<file path="config.mk">
export PLATFORM = sky130hd
export DESIGN_NAME = univ_shift_reg
export DESIGN_NICKNAME = d
export VERILOG_FILES = /design/src/rtl/univ_shift_reg.sv
export SDC_FILE = /design/constraint.sdc
export NUM_CORES = 1
export LEC_CHECK = 0
export CORE_MARGIN = 2
export CORE_UTILIZATION = 35
export DETAILED_ROUTE_END_ITERATION = 10
export PLACE_DENSITY_LB_ADDON = 0.1
export SYNTH_ARGS = -nofsm -noshare
export SYNTH_HDL_FRONTEND = slang
export SYNTH_SLANG_ARGS = --single-unit
</file>
<file path="constraint.sdc">
create_clock -name clk -period 2.6 [get_ports clk]
set_input_delay 0.52 -clock clk [delete_from_list [all_inputs] [get_ports clk]]
set_output_delay 0.52 -clock clk [all_outputs]
set_load 0.02 [all_outputs]
</file>
<file path="src/rtl/univ_shift_reg.sv">
// univ_shift_reg
// ----------------------------------------------------------------------------
// Parametrised universal shift register. Holds a WIDTH-bit word and supports
// hold, parallel load, logical shift left/right, rotate left/right, arithmetic
// shift right and synchronous clear. Every output is registered, and q_bar is
// registered alongside q so it never lags or glitches relative to q.
//
// Ports
//   clk        rising-edge clock
//   rst_n      asynchronous active-low reset
//   en         operation enable (0 = hold everything, done low)
//   mode       operation select:
//                000 hold  001 load  010 shl  011 shr
//                100 rotl  101 rotr  110 asr  111 clear
//   d          parallel load data
//   sin_l      serial bit entering bit 0 on shl
//   sin_r      serial bit entering bit WIDTH-1 on shr
//   q          register contents
//   q_bar      registered complement of q
//   sout       last bit shifted or rotated out
//   shift_cnt  shifts since last load/clear, saturating at WIDTH
//   done       one-cycle pulse after the shift that brings shift_cnt to WIDTH
//   parity     ^q, registered (only with UNIV_SHIFT_REG_PARITY_EN defined)
//
// Build option
//   UNIV_SHIFT_REG_PARITY_EN  adds the registered parity output.
// ----------------------------------------------------------------------------
module univ_shift_reg #(
  parameter int               WIDTH     = 8,
  parameter logic [WIDTH-1:0] RESET_VAL = {WIDTH{1'b0}}
) (
  input  logic                       clk,
  input  logic                       rst_n,
  input  logic                       en,
  input  logic [2:0]                 mode,
  input  logic [WIDTH-1:0]           d,
  input  logic                       sin_l,
  input  logic                       sin_r,
  output logic [WIDTH-1:0]           q,
  output logic [WIDTH-1:0]           q_bar,
  output logic                       sout,
  output logic [$clog2(WIDTH+1)-1:0] shift_cnt,
  output logic                       done
`ifdef UNIV_SHIFT_REG_PARITY_EN
  ,
  output logic                       parity
`endif
);

  localparam int              CW       = $clog2(WIDTH + 1);
  localparam logic [CW-1:0]   CNT_MAX  = CW'(WIDTH);
  localparam logic [CW-1:0]   CNT_LAST = CW'(WIDTH - 1);

  localparam logic [2:0] MODE_HOLD  = 3'b000;
  localparam logic [2:0] MODE_LOAD  = 3'b001;
  localparam logic [2:0] MODE_SHL   = 3'b010;
  localparam logic [2:0] MODE_SHR   = 3'b011;
  localparam logic [2:0] MODE_ROTL  = 3'b100;
  localparam logic [2:0] MODE_ROTR  = 3'b101;
  localparam logic [2:0] MODE_ASR   = 3'b110;
  localparam logic [2:0] MODE_CLEAR = 3'b111;

  logic [WIDTH-1:0] q_nxt;
  logic             sout_nxt;
  logic [CW-1:0]    cnt_nxt;
  logic             done_nxt;
  logic             is_shift;

  always_comb begin
    q_nxt    = q;
    sout_nxt = sout;
    cnt_nxt  = shift_cnt;
    done_nxt = 1'b0;
    is_shift = 1'b0;

    if (en) begin
      case (mode)
        MODE_HOLD: begin
        end
        MODE_LOAD: begin
          q_nxt   = d;
          cnt_nxt = '0;
        end
        MODE_SHL: begin
          q_nxt    = {q[WIDTH-2:0], sin_l};
          sout_nxt = q[WIDTH-1];
          is_shift = 1'b1;
        end
        MODE_SHR: begin
          q_nxt    = {sin_r, q[WIDTH-1:1]};
          sout_nxt = q[0];
          is_shift = 1'b1;
        end
        MODE_ROTL: begin
          q_nxt    = {q[WIDTH-2:0], q[WIDTH-1]};
          sout_nxt = q[WIDTH-1];
          is_shift = 1'b1;
        end
        MODE_ROTR: begin
          q_nxt    = {q[0], q[WIDTH-1:1]};
          sout_nxt = q[0];
          is_shift = 1'b1;
        end
        MODE_ASR: begin
          q_nxt    = {q[WIDTH-1], q[WIDTH-1:1]};
          sout_nxt = q[0];
          is_shift = 1'b1;
        end
        MODE_CLEAR: begin
          q_nxt    = '0;
          sout_nxt = 1'b0;
          cnt_nxt  = '0;
        end
        default: begin
        end
      endcase

      // done fires only on the WIDTH-1 -> WIDTH transition; once saturated the
      // count is frozen so the pulse cannot repeat until a load/clear rearms it.
      if (is_shift) begin
        if (shift_cnt == CNT_LAST) done_nxt = 1'b1;
        if (shift_cnt != CNT_MAX)  cnt_nxt  = shift_cnt + CW'(1);
      end
    end
  end

  always_ff @(posedge clk or negedge rst_n) begin
    if (!rst_n) begin
      q         <= RESET_VAL;
      q_bar     <= ~RESET_VAL;
      sout      <= 1'b0;
      shift_cnt <= '0;
      done      <= 1'b0;
    end else begin
      q         <= q_nxt;
      q_bar     <= ~q_nxt;
      sout      <= sout_nxt;
      shift_cnt <= cnt_nxt;
      done      <= done_nxt;
    end
  end

`ifdef UNIV_SHIFT_REG_PARITY_EN
  // Computed from the next-state word so parity lands on the same edge as q.
  always_ff @(posedge clk or negedge rst_n) begin
    if (!rst_n) parity <= ^RESET_VAL;
    else        parity <= ^q_nxt;
  end
`endif

endmodule

</file>
After elaboration in Yosys (flattened, before gate mapping)
Cells that the tools add are included.
- reductions and logical operators: 6
- $add $sub $neg: 1
- mux-type cells: 11
- eq/ne operators: 9
- bitwise gates (word level): 1
- operator list (kind ; number):
    case mux 8 bit (7 select lines) ; 1
    equality test 3 bit, second input constant ; 4
    two-way mux 4 bit ; 3
    two-way mux 8 bit ; 1
    NOT 8 bit ; 1
    equality test 3 x 2 -> 1 bit, second input constant ; 2
    two-way mux 1 bit ; 5
    OR reduction 5 bit ; 1
    adder 4 x 1 -> 4 bit, second input constant ; 1
    equality test 4 x 3 -> 1 bit, second input constant ; 1
    inequality test 4 bit, second input constant ; 1
    OR reduction 2 bit ; 2
    equality test 3 x 1 -> 1 bit, second input constant ; 1
    case mux 1 bit (3 select lines) ; 1
    nonzero test 3 bit ; 1
    OR reduction 3 bit ; 1
    AND reduction 2 bit ; 1
- logic and storage cells: 33
- input port bits: 16
- output and inout port bits: 22
- register bits: 22

Longest topological paths before layout
- depth in word-level cells: 6
- mapped depth: 8
- depth with buffers taken out: 6

Worst setup path before layout
OpenSTA, ideal clock, no wires.
- path kind: input -> register
- start point: input port mode[1]
- end point: register q_bar[4]
- buffers on the path: 3
- required time: 2522 ps
- data arrival time: 1924 ps
- slack: 598 ps
- cell stages on the path: 7
- library setup time: 78 ps
- cell sequence: buf_4 > inv_1 > buf_4 > ha_1 > o41a_4 > buf_6 > a31o_2
- longest elaborated chain between the ends: 4
- elaborated cells on any way between the ends: 10
- classes of those cells: 7 x eq/ne; 2 x mux; 1 x bitwise
- ends and longest elaborated chain (item ; RTL line ; text):
    start: declaration ; 35 ; input logic [2:0] mode,
    equality test 3 bit, or another cell as far along ; 77 ; case (mode)
    case mux 8 bit (7 select lines) * ; 77 ;
    two-way mux 8 bit * ; 76 ; if (en) begin
    NOT 8 bit * ; 136 ; q_bar <= ~q_nxt;
    end signal: assignment ; 130 ; q_bar <= ~RESET_VAL;
    end signal: assignment ; 136 ;
    end: declaration ; 40 ; output logic [WIDTH-1:0] q_bar,
Mark *: on every way between the ends. The rest lies on a longest branch, timed or not.
A chain may end at the register's enable or synchronous reset.

==> results.toml <==
[outcome]
status = "completed"

[critical_path]
critPathArrivalTime_ns = 2.27
crit_chain = "clkdlybuf4s50_1 -> inv_1 -> ha_1 -> o41a_4 -> o21ai_0 -> o22ai_1"
reg2reg_depth = 3
r2r_slack_ns = 1.17
cp_slowest_stage_delay_ns = 0.57
cp_slowest_cell = "o41a_4"
critical_path.startpoint = "mode[2]"
end_kind = "flop"
worst_ep_required_time_ns = 2.74
crit_path_max_fanout = 24
crit_type = "input pin to flop"
cp-start-kind = "input pin"

[sta]
setup_tns_ns = 0
hold_violations = 0
fin_ws_ns = 0.473
worstMarginPinSlew_ns = 0.430
skew_ns = 0.0117
period_needed_ns = 2.13
slew_headroom = 0.714
fin_crit_sh = 0.818
fmax_mhz = 470
rsz0062_at_grt = "no"
finalMaxSlewViolations = 0
setup_viol = 0

[floorplan]
die_x_um = 67.4
dieArea_mm2 = 0.00454
initial_core_util = 0.357
core_mm2 = 0.00394
num_rows = 23
ios = 38
die_h_um = 67.4

[yosys]
synthDistinctLibCells = 45
syn_area_mm2 = 0.00141
synthCells = 142
post_synth.cell_area_avg_um2 = 9.90
ys_ff_latch = 22
synth_warnings = 0
syn_nets = 164
async_reset_ff_frac = 1.00
yosysSeqAreaShare = 0.399
ys.flop_type = "dfrtp_1"
synth-edff-count = 0

[placed_design]
place.gp.congestion = 0.787
numPortBuffers = 37
dpl-instance-area_mm2 = 0.00180
place_hpwl_mm = 2.35
post-place-ws_ns = 0.196

[grt]
antenna_found_initial = 0
grt_max_degree = 25
grt_first_pass_wirelength_mm = 5.31
grt_usage = 0.151
overflow = 0
grt_pass1_vias = 1108

[hold_path]
hp-start = "shift_cnt[3]$_DFFE_PN0P_"
hold_class = "flop to flop"
hold_end = "done$_DFF_PN0_"
hold_depth = 1

[route]
route.detailed.drc = 0
drtPass1Iterations = 4
drtIter0Drc = 88
ant_nets = 0
post_drt_wl_per_cell_um = 14.3
drt-vias-per-instance = 5.36
vias = 1227
drt-total-wl_mm = 3.27

[clocking]
clock_latency_ns = 0.26
clock_path_buffers = 2
ctsResizeCount = 0
cts.clk_slew.worst_paths_ns = 0.09
cts_root_buf = "clkbuf_8"
htree_levels = 1
cts_tree = "yes"
clock_sinks = 22
cts-buffers-inserted = 3
cts_post_setup_buffers_inserted = 0
hold_buffers = 0

[cells_and_area]
fin_util = 0.475
areaGrowthSynthToFinish_pct = 33.1
fin_nets = 202
drive_above_1_share = 0.184
final_common_cell = "clkdlybuf4s50_1"
final_cell_area_mm2 = 0.00187
layout_common_cells = "37 x clkdlybuf4s50_1, 15 x nand2_1, 14 x dfrtp_1, 9 x o21ai_0"
n_antenna_cell = 0

[power]
ir_drop_mv = 0.349
power_density_mw_per_mm2 = 803
leakage_nw = 0.760

[flow_run]
cap_violations = 0
logic make-up (layout without fill, tap and decap cells):
group	Yosys count	in the layout	share of synthesized area
xor+xnor	2	2	0.0125
fa+ha+maj	6	6	0.0534
compound gates	49	49	0.254
flops	22	22	0.399
buf+inv	17	54	0.0783
simple gates	42	42	0.171
mux	4	4	0.0320
cell usage after synthesis (2+ instances only):
| library cell | n | area (µm²) |
|---|---|---|
| nand2b_1 | 2 | 12.5 |
| mux2i_1 | 3 | 30.0 |
| nand3b_1 | 7 | 52.6 |
| ha_1 | 6 | 75.1 |
| a31oi_1 | 8 | 50.1 |
| a22oi_1 | 6 | 45.0 |
| buf_6 | 4 | 45.0 |
| buf_4 | 4 | 30.0 |
| nor2_4 | 2 | 22.5 |
| o21ai_1 | 2 | 10.0 |
| dfrtp_1 | 14 | 350 |
| o21ai_0 | 9 | 45.0 |
| nor2_2 | 2 | 12.5 |
| dfstp_2 | 8 | 210 |
| a21oi_1 | 3 | 15.0 |
| nor2_1 | 6 | 22.5 |
| nand2_1 | 15 | 56.3 |
| inv_1 | 7 | 26.3 |
| o22a_1 | 2 | 17.5 |
| o22ai_1 | 2 | 12.5 |
| a32o_1 | 2 | 20.0 |
| a31o_2 | 5 | 43.8 |
layer usage:
metal | wire length (µm) | global-route usage | share of wire
met5 | 0 | 0 | 0
met3 | 182 | 0.0233 | 0.056
met2 | 1390 | 0.213 | 0.43
met4 | 33 | 0.0459 | 0.010
met1 | 1660 | 0.236 | 0.51
where the power goes:
group	leakage [nW]	internal, mW	switching [mW]
Combinational	0.474	0.319	0.313
Sequential	0.251	0.454	0.0992
Clock	0.0357	0.206	0.113
Total	0.760	0.978	0.525
through the flow:
stage / total power [mW] / cells / hold WS, ns
after global placement: 1.18 / 225 / 0.497
after detailed placement: 1.19 / 225 / 0.493
after CTS: 1.52 / 229 / 0.499
final: 1.50 / 229 / 0.496
after floorplan: 0.919 / 142 / 0.224
after global routing: 1.61 / 229 / 0.532
cell type report:
type	instances	area [µm²]
Clock inverter	1	30.0
Fill cell	379	2070
Multi-Input combinational cell	103	736
Sequential cell	22	561
Timing Repair Buffer	43	415
Clock buffer	3	41.3
Inverter	7	26.3
Tap cell	50	62.6
critical path, delay by kind of cell:
family | cells | cell delay (ns)
adders and majority gates | 1 | 0.21
buffers and inverters | 2 | 0.67
AOI/OAI and AO/OA | 3 | 0.86
how the worst max path moves through the flow:
stage | endpoint | slack [ns]
after floorplan | q_bar[4]$_DFF_PN1_ | 0.60
after global placement | flop | 0.28
after detailed placement | flop | 0.20
final | flop | 0.47
after CTS | flop | 0.47
after global routing | q_bar[7]$_DFF_PN1_ | 0.39
No activity file was read; power rests on OpenSTA's default activity.
